<file path="config.mk">
export PLATFORM = sky130hd
export DESIGN_NAME = curl_pow_sequencer
export DESIGN_NICKNAME = d
export VERILOG_FILES = /design/src/rtl/curl_pow_sequencer_pkg.sv /design/src/rtl/curl_pow_sequencer.sv
export SDC_FILE = /design/constraint.sdc
export NUM_CORES = 1
export LEC_CHECK = 0
export BUFFER_PORTS_ARGS = -buffer_cell sky130_fd_sc_hd__buf_4
export CORE_AREA = 2 2 211 213
export DETAILED_ROUTE_END_ITERATION = 10
export DIE_AREA = 0 0 213 215
export PLACE_DENSITY = 0.54
export SYNTH_ARGS = -nofsm -noshare
export SYNTH_HDL_FRONTEND = slang
export SYNTH_SLANG_ARGS = --single-unit
</file>
<file path="constraint.sdc">
create_clock -name i_clk -period 18.9 [get_ports i_clk]
set_clock_uncertainty 0.1 [all_clocks]
set_input_delay 2.835 -clock i_clk [delete_from_list [all_inputs] [get_ports i_clk]]
set_output_delay 2.835 -clock i_clk [all_outputs]
set_load 0.05 [all_outputs]
</file>
<file path="src/rtl/curl_pow_sequencer_pkg.sv">
// Shared constants and FSM state encoding for the Curl PoW job sequencer.
//   WORD_BITS       : width of one state word (27 trits x 2 bits)
//   WORDS_PER_BLOCK : state words per Curl block (core addresses 0..8)
//   NONCE_BITS      : width of the winning nonce reported by the core
//   MWM_BITS        : width of the min-weight-magnitude mask
package curl_pow_sequencer_pkg;

  localparam int WORD_BITS       = 54;
  localparam int WORDS_PER_BLOCK = 9;
  localparam int NONCE_BITS      = 162;
  localparam int MWM_BITS        = 32;

  typedef enum logic [2:0] {
    IDLE,
    LOAD,
    PAD,
    ISSUE,
    WAIT_T,
    WAIT_P,
    CHECK,
    RESULT
  } state_t;

endpackage

</file>
<file path="src/rtl/curl_pow_sequencer.sv">
// Curl PoW job sequencer.
// Takes a stream of 54-bit state words, writes them into the Curl core one
// block (9 words) at a time, fires a transform per non-final block and either
// a transform or a PoW start on the final block, then reports the result.
// Ports:
//   i_clk, i_arst                         clock, async active-high reset
//   i_s_valid/o_s_ready, i_s_data,
//   i_s_last, i_s_pow, i_s_mwm_mask       job word stream (pow/mask taken from first word)
//   o_core_we/addr/data                   registered state-word write port
//   o_core_transform, o_core_pow          single-cycle core start pulses
//   o_core_mwm_mask                       mask held for the whole job
//   i_core_transforming,
//   i_core_pow_hash_finish,
//   i_core_pow_finish, i_core_nonce       core status
//   o_r_valid/i_r_ready, o_r_nonce,
//   o_r_hashes, o_r_err                   result handshake
//   o_busy                                high whenever not IDLE
module curl_pow_sequencer
  import curl_pow_sequencer_pkg::*;
#(
  parameter int HASH_CNT_WIDTH = 32
) (
  input  logic                      i_clk,
  input  logic                      i_arst,
  input  logic                      i_s_valid,
  output logic                      o_s_ready,
  input  logic [WORD_BITS-1:0]      i_s_data,
  input  logic                      i_s_last,
  input  logic                      i_s_pow,
  input  logic [MWM_BITS-1:0]       i_s_mwm_mask,
  output logic                      o_core_we,
  output logic [3:0]                o_core_addr,
  output logic [WORD_BITS-1:0]      o_core_data,
  output logic                      o_core_transform,
  output logic                      o_core_pow,
  output logic [MWM_BITS-1:0]       o_core_mwm_mask,
  input  logic                      i_core_transforming,
  input  logic                      i_core_pow_hash_finish,
  input  logic                      i_core_pow_finish,
  input  logic [NONCE_BITS-1:0]     i_core_nonce,
  output logic                      o_r_valid,
  input  logic                      i_r_ready,
  output logic [NONCE_BITS-1:0]     o_r_nonce,
  output logic [HASH_CNT_WIDTH-1:0] o_r_hashes,
  output logic                      o_r_err,
  output logic                      o_busy
);

  localparam logic [3:0] LAST_IDX = 4'(WORDS_PER_BLOCK - 1);

  state_t     state;
  logic [3:0] idx;        // word index within the current block
  logic       job_pow;    // job type latched from the first word
  logic       first_blk;  // current block is the job's first block
  logic       final_blk;  // last word of the job has been accepted
  logic       wt_first;   // first cycle of WAIT_T: core has not yet raised transforming
  logic       acc;

  // Ready is gated by reset so every output reads 0 while reset is held.
  assign o_s_ready = ~i_arst & ((state == IDLE) | (state == LOAD));
  assign acc       = i_s_valid & o_s_ready;
  assign o_busy    = (state != IDLE);

  always_ff @(posedge i_clk or posedge i_arst) begin
    if (i_arst) begin
      state            <= IDLE;
      idx              <= '0;
      job_pow          <= 1'b0;
      first_blk        <= 1'b0;
      final_blk        <= 1'b0;
      wt_first         <= 1'b0;
      o_core_we        <= 1'b0;
      o_core_addr      <= '0;
      o_core_data      <= '0;
      o_core_transform <= 1'b0;
      o_core_pow       <= 1'b0;
      o_core_mwm_mask  <= '0;
      o_r_valid        <= 1'b0;
      o_r_nonce        <= '0;
      o_r_hashes       <= '0;
      o_r_err          <= 1'b0;
    end else begin
      o_core_we        <= 1'b0;
      o_core_transform <= 1'b0;
      o_core_pow       <= 1'b0;
      case (state)
        IDLE, LOAD: begin
          if (acc) begin
            o_core_we   <= 1'b1;
            o_core_addr <= idx;
            o_core_data <= i_s_data;
            if (state == IDLE) begin
              job_pow         <= i_s_pow;
              o_core_mwm_mask <= i_s_mwm_mask;
              first_blk       <= 1'b1;
            end
            if (i_s_last) final_blk <= 1'b1;
            if (idx == LAST_IDX) begin
              idx   <= '0;
              state <= ISSUE;
            end else begin
              idx   <= idx + 4'd1;
              state <= i_s_last ? PAD : LOAD;
            end
          end
        end
        PAD: begin
          o_core_we   <= 1'b1;
          o_core_addr <= idx;
          o_core_data <= '0;
          if (idx == LAST_IDX) begin
            idx   <= '0;
            state <= ISSUE;
          end else begin
            idx <= idx + 4'd1;
          end
        end
        // The index-8 write is on the port this cycle; the command pulse
        // lands next cycle so it never overlaps a write.
        ISSUE: begin
          if (final_blk && job_pow) begin
            if (first_blk) begin
              // The core's pow-finish flag is only cleared by a transform, so a
              // single-block PoW could report a stale win: reject it.
              o_r_err   <= 1'b1;
              o_r_valid <= 1'b1;
              state     <= RESULT;
            end else begin
              o_core_pow <= 1'b1;
              state      <= WAIT_P;
            end
          end else begin
            o_core_transform <= 1'b1;
            wt_first         <= 1'b1;
            state            <= WAIT_T;
          end
        end
        WAIT_T: begin
          wt_first <= 1'b0;
          if (!wt_first && !i_core_transforming) begin
            if (final_blk) begin
              o_r_nonce  <= '0;
              o_r_hashes <= '0;
              o_r_valid  <= 1'b1;
              state      <= RESULT;
            end else begin
              first_blk <= 1'b0;
              state     <= LOAD;
            end
          end
        end
        WAIT_P: begin
          if (i_core_pow_hash_finish) begin
            if (o_r_hashes != '1) o_r_hashes <= o_r_hashes + HASH_CNT_WIDTH'(1);
            state <= CHECK;
          end
        end
        CHECK: begin
          if (i_core_pow_finish) begin
            o_r_nonce <= i_core_nonce;
            o_r_valid <= 1'b1;
            state     <= RESULT;
          end else begin
            state <= WAIT_P;
          end
        end
        RESULT: begin
          if (i_r_ready) begin
            o_r_valid       <= 1'b0;
            o_r_nonce       <= '0;
            o_r_hashes      <= '0;
            o_r_err         <= 1'b0;
            o_core_mwm_mask <= '0;
            idx             <= '0;
            job_pow         <= 1'b0;
            first_blk       <= 1'b0;
            final_blk       <= 1'b0;
            state           <= IDLE;
          end
        end
        default: state <= IDLE;
      endcase
    end
  end

endmodule

</file>
==> results of run 1 <==
## state kept, by name, summed over array words and instances (netlist names), 3 cells and up
signal,count
o_core_mwm_mask,32
o_r_nonce,162
o_r_hashes,32
state,3
o_core_addr,4
o_core_data,54
idx,4
## per-stage QoR
stage               hold WS [ns]  instances  area, sq um
global placement           0.366       2372        17400
detailed placement         0.370       2372        17400
CTS                        0.384       2439        18600
global route               0.406       2439        18600
floorplan                  0.361       1329        12800
finish                     0.377       2439        18600
## layout make-up
type	count	share of cell area [%]
well taps	592	3.99
repair buffers	562	22.7
flip-flops and latches	300	40.4
clock inverters	12	0.673
multi-input cells	909	26.1
inverters	9	0.222
clock buffers	55	5.95
## metal layers
layer	global-route usage [%]	wire (um)	part of all wire (%)
met4	6.27	1390	3.0
met2	31.2	21600	47
met1	24.2	18200	40
met5	0	16	0.035
met3	7.39	4290	9.4
## cell usage in the layout (no fill, tap or decap), types with 3 or more instances in the layout
master	instances
inv_1	8
clkinv_2	6
nor3_1	11
buf_4	562
nand2b_1	5
a211oi_1	3
a22o_1	55
nor2_1	18
dfrtp_1	300
a41oi_1	5
o41ai_1	6
a211o_1	4
a21oi_1	22
nor4_2	5
o31ai_1	10
ha_1	3
and3_1	5
a31oi_1	23
nor4_1	3
a22oi_1	3
or3_1	3
nand3_1	178
clkbuf_16	39
a21o_1	5
o21ai_1	21
clkbuf_1	9
o21a_1	4
nand2_1	266
o21ai_0	198
nor2_4	4
and2_1	3
and4_1	4
nand4_1	11
clkbuf_8	7
## final timing paths
path	slack (ns)	cells past startpoint	end	startpoint
worst max-delay path	12.64	3	o_s_ready	i_arst
worst min-delay path	0.38	2	o_core_mwm_mask[0]	o_core_mwm_mask[0]
worst max register to register	15.05	8	o_r_nonce[104]	state[0]
worst min register to register	0.38	2	o_core_mwm_mask[0]	o_core_mwm_mask[0]
max in group asynchronous	14.16	4	o_r_nonce[64]	i_arst
min in group asynchronous	2.30	2	o_core_data[16]	i_arst
## cell families after synthesis
logic type | Yosys count
simple gates | 536
compound gates | 368
flops | 300
buf+inv | 120
fa+ha+maj | 3
mux | 2
## worst min-delay path, delay by kind of cell, from the launching register on
kind / cells / cell delay [ns]
flops: 1 / 0.34
compound gates: 1 / 0.06
simple gates: 1 / 0.04
## power by group through the flow
stage | Sequential, mW | Clock [mW] | Combinational [mW]
2_1_floorplan | 1.79 | 0 | 0.538
3_3_place_gp | 1.02 | 0 | 1.94
3_5_place_dp | 1.03 | 0 | 1.95
4_1_cts | 1.03 | 0.742 | 1.95
5_1_grt | 1.06 | 0.773 | 2.05
6_report | 1.03 | 0.717 | 1.93
==> impl_metrics.py, run 1 <==
metrics = {
    "job": {
        "cap_violations": 0,
    },
    "pwr": {
        "p_int_mw": 1.80,
        "finalPower_mw": 3.67,
        "powerDensity_nw_per_um2": 198,
        "comb_power_share_pct": 52.5,
        "sw_frac_of_total_pct": 50.9,
        "irDropWorstVdd_uv": 110,
        "p_seq_share_pct": 27.9,
        "power_frac_clock_pct": 19.5,
        "p_leak_nw": 9.84,
        "power.switching_mw": 1.87,
    },
    "final_layout": {
        "nets": 2079,
        "area_delta_synth_final_pct": 44.6,
        "final-seq-area_sq_um": 7510,
        "postLayoutCoreUtil_pct": 42.6,
        "nFillCells": 4369,
        "multi_input_area_sq_um": 4840,
        "diodes": 0,
        "drive_above_1_share_pct": 34.8,
    },
    "critical_path": {
        "worstPathArrival_ns": 3.33,
        "cp_max_fo": 3,
        "crit_chain": "buf_4 > nor2_1 > buf_4",
        "cp_top_family": "buffers and inverters",
        "critical_path.max_stage_delay_ns": 0.22,
        "criticalPathCategory": "in -> out",
        "required_ns": 15.97,
        "worst_path_max_delay_cell": "buf_4",
        "critPathBufInv": 2,
        "cp-end-kind": "output pin",
        "cpMostUsedCell": "buf_4",
        "crit_path_start_kind": "input port",
    },
    "synth": {
        "ys_types": 60,
        "synth_mux_area_share_pct": 0.175,
        "synth_edf_count": 0,
        "yosysMostFrequentCell": "dfrtp_1",
        "synth-compound-area-share_pct": 17.4,
        "ys.warnings.count": 0,
        "synth_largest_area_cell": "dfrtp_1",
        "synth_adder_area_share_pct": 0.292,
        "synth_fp_nets": 1589,
        "yosysTopAreaCellShare_pct": 58.4,
        "syn_area_per_cell_sq_um": 9.67,
        "synth_top_family_by_area": "simple AND/OR/NAND/NOR gates",
        "synth_xor_xnor_area_share_pct": 0,
        "yosysSeqAreaShare_pct": 58.4,
        "synth-seq-cells": 300,
        "synthFlopType": "dfrtp_1",
        "synth_area_sq_um": 12800,
        "synthArstFlopShare_pct": 100,
        "synth-simple-area-share_pct": 19.6,
        "synth_area_leaders": "dfrtp_1 58%, nand2_1 7.8%, o21ai_0 7.7%, nand3_1 6.9%, a22o_1 3.7%",
        "postSynthCellCount": 1329,
        "synth_commonest_cells": "300 x dfrtp_1, 266 x nand2_1, 198 x o21ai_0",
    },
    "routing": {
        "postRouteAntennaNets": 0,
        "first_pass_iters": 5,
        "viasPerCell": 4.92,
        "finalWirelength_um": 45500,
        "wl_per_cell_um": 18.7,
        "dr_total_vias": 12000,
        "remaining_drc_errors": 0,
        "first_iter_violations": 784,
    },
    "clock_tree": {
        "cts_hold_buf": 0,
        "cts_num_sinks": 300,
        "cts-root-buf": "clkbuf_16",
        "cts_resized": 0,
        "cts_made_buffers": 37,
        "path_clk_slew_ns": 0.06,
        "post_cts_buffers": 0,
        "tritoncts": "yes",
        "clk_latency_ns": 0.54,
        "clk_path_buf_depth": 3,
        "cts_htree_levels": 2,
    },
    "sta": {
        "hold_violations": 0,
        "setup_violations": 0,
        "rsz0062_at_grt": "no",
        "max_freq_mhz": 160,
        "period_needed_ns": 6.26,
        "setup_ws_ns": 12.64,
        "tightest_slew_ns": 1.23,
        "relSlewSlack_pct": 17.9,
        "fin_crit_sh_pct": 33.1,
        "setup-tns-final_ns": 0,
        "slew_viol_final": 0,
    },
    "placement": {
        "io_buffers": 547,
        "dp_slack_ns": 12.65,
        "gp_congestion": 0.843,
        "hpwl_um": 30400,
    },
    "floorplan": {
        "die_w_um": 213,
        "floorplan.initialDensity_pct": 29.4,
        "io_pins": 548,
        "dieArea_sq_um": 45800,
        "core-area_sq_um": 43600,
        "chipHeight_um": 215,
        "rows": 77,
    },
    "run_status": {
        "status": "complete, no violations",
    },
    "grt": {
        "grt_max_degree": 103,
        "grt_pass1_wl_um": 70500,
        "track_usage_pct": 19.5,
        "grt_pass1_vias": 12000,
        "grt-ovfl-total": 0,
        "antenna_found_initial": 1,
    },
    "worst_hold_path": {
        "hold_path.class": "reg -> reg",
    },
}
No activity file was read; power rests on OpenSTA's default activity.
==> inputs of run 2 (changes only) <==
PLACE_DENSITY = 0.56   (was 0.54)
clock period = 5.1 ns   (was 18.9 ns; I/O delays follow)
==> impl_metrics.py, run 2 (synthesized netlist as in run 1, its figures left out) <==
metrics = {
    "worst_hold_path": {
        "hold_end": "o_r_nonce[74]",
        "min_from": "i_core_nonce[74]",
        "hold_path.class": "in -> reg",
        "holdPathStages": 3,
    },
    "final_layout": {
        "fin_area_sq_um": 18700,
        "mostFrequentLayoutCells": "555 x buf_4, 300 x dfrtp_1, 266 x nand2_1",
        "final_common_cell": "buf_4",
        "largest_register_ffs": 162,
        "drive_above_1_share_pct": 34.8,
        "area_delta_synth_final_pct": 45.2,
        "nets": 2077,
        "reg_top3": "o_r_nonce: 162 flops, o_core_data: 54 flops",
        "max_flop_register": "o_r_nonce",
    },
    "clock_tree": {
        "cts_num_sinks": 300,
        "cts_made_buffers": 36,
        "cts_htree_levels": 2,
        "cts_resized": 0,
        "clk_path_buf_depth": 3,
        "path_clk_slew_ns": 0.06,
        "cts-root-buf": "clkbuf_16",
        "tritoncts": "yes",
        "post_cts_buffers": 0,
        "clk_latency_ns": 0.52,
        "cts_hold_buf": 0,
    },
    "routing": {
        "finalWirelength_um": 44800,
        "first_iter_violations": 846,
        "first_pass_iters": 5,
        "wl_per_cell_um": 18.4,
        "postRouteAntennaNets": 0,
        "dr_total_vias": 12100,
        "remaining_drc_errors": 0,
        "viasPerCell": 4.95,
    },
    "critical_path": {
        "reg2reg_setup_slack_ns": 1.78,
        "required_ns": 5.40,
        "cp_top_family": "buffers and inverters",
        "critPathBufInv": 2,
        "criticalPathCategory": "reg -> reg",
        "worstPathArrival_ns": 3.62,
        "critical_path.max_stage_delay_ns": 0.82,
        "r2r-end": "o_r_valid",
        "worst_path_max_delay_cell": "buf_4",
        "crit_chain": "or3_1 > nand3b_1 > buf_4 > buf_4 > a21oi_1 > nor2_1 > nor2_1",
        "cp_max_fo": 100,
        "r2r_start": "state[0]",
        "crit_path_start_kind": "register",
        "worstRegToRegCells": 7,
        "cp-end-kind": "register",
    },
    "run_status": {
        "status": "complete, no violations",
    },
    "placement": {
        "placed_area_sq_um": 17400,
        "io_buffers": 547,
        "hpwl_um": 30000,
        "gp_congestion": 0.839,
    },
    "sta": {
        "relSlewSlack_pct": 28.2,
        "slew_viol_final": 0,
        "fin_crit_sh_pct": 65.2,
        "period_needed_ns": 3.32,
        "max_freq_mhz": 301,
        "setup_violations": 0,
        "rsz0062_at_grt": "no",
        "setup-tns-final_ns": 0,
        "tightest_slew_ns": 1.08,
        "hold_violations": 0,
    },
    "pwr": {
        "irDropWorstVdd_uv": 489,
        "powerDensity_nw_per_um2": 732,
        "p_leak_nw": 9.86,
    },
    "job": {
        "cap_violations": 0,
    },
    "floorplan": {
        "chipHeight_um": 215,
        "dieArea_sq_um": 45800,
        "die_w_um": 213,
        "rows": 77,
        "io_pins": 548,
        "floorplan.initialDensity_pct": 29.4,
        "core-area_sq_um": 43600,
    },
    "grt": {
        "grt-ovfl-total": 0,
        "grt_pass1_wl_um": 69300,
        "track_usage_pct": 19.1,
        "grt_pass1_vias": 12100,
        "grt_max_degree": 165,
        "antenna_found_initial": 1,
    },
}
-- run 2: per-layer routing --
layer  GRT usage (%)  share of wire [%]
met3            6.69                9.3
met5               0                  0
met2            31.0                 48
met4            7.23                3.5
met1            23.1                 39
-- run 2: final cells by class --
class,count,area [sq um]
Fill cell,4337,25000
Inverter,9,37.5
Tap cell,592,741
Clock buffer,52,1070
Multi-Input combinational cell,909,4840
Clock inverter,12,160
Sequential cell,300,7510
Timing Repair Buffer,561,4290
Antenna cell,1,2.50
-- run 2: worst register-to-register path: stages, from the launching register on --
cell and delay, ns:
dfrtp_1 0.63, or3_1 0.50, nand3b_1 0.14, buf_4 0.57
buf_4 0.86, a21oi_1 0.24, nor2_1 0.12, nor2_1 0.05
-- run 2: where the power goes --
part	switching (mW)	leakage, nW	internal, mW	total (mW)
logic	5.30	5.20	1.84	7.14
clock network	1.02	0.616	1.66	2.68
registers	0.566	4.05	3.26	3.83
-- run 2: worst max path at each step --
stage	start	to	depth (start not counted)
finish	state[0]	o_r_valid	7
global route	state[0]	o_r_valid	7
floorplan	i_arst	final_blk	1
global placement	i_r_ready	o_r_valid	8
CTS	state[0]	o_r_valid	7
detailed placement	i_r_ready	o_r_valid	8
-- run 2: per-stage QoR --
step                hold slack [ns]  util [%]  worst slack, ns  power [mW]  instances
floorplan                     0.361         -            0.248        8.65       1329
global placement              0.364      39.9             1.76        11.0       2371
detailed placement            0.371      39.9             1.80        11.0       2371
CTS                           0.308      42.7             1.82        13.8       2435
global route                  0.316      42.7             1.57        14.4       2436
finish                        0.352      42.7             1.78        13.6       2436
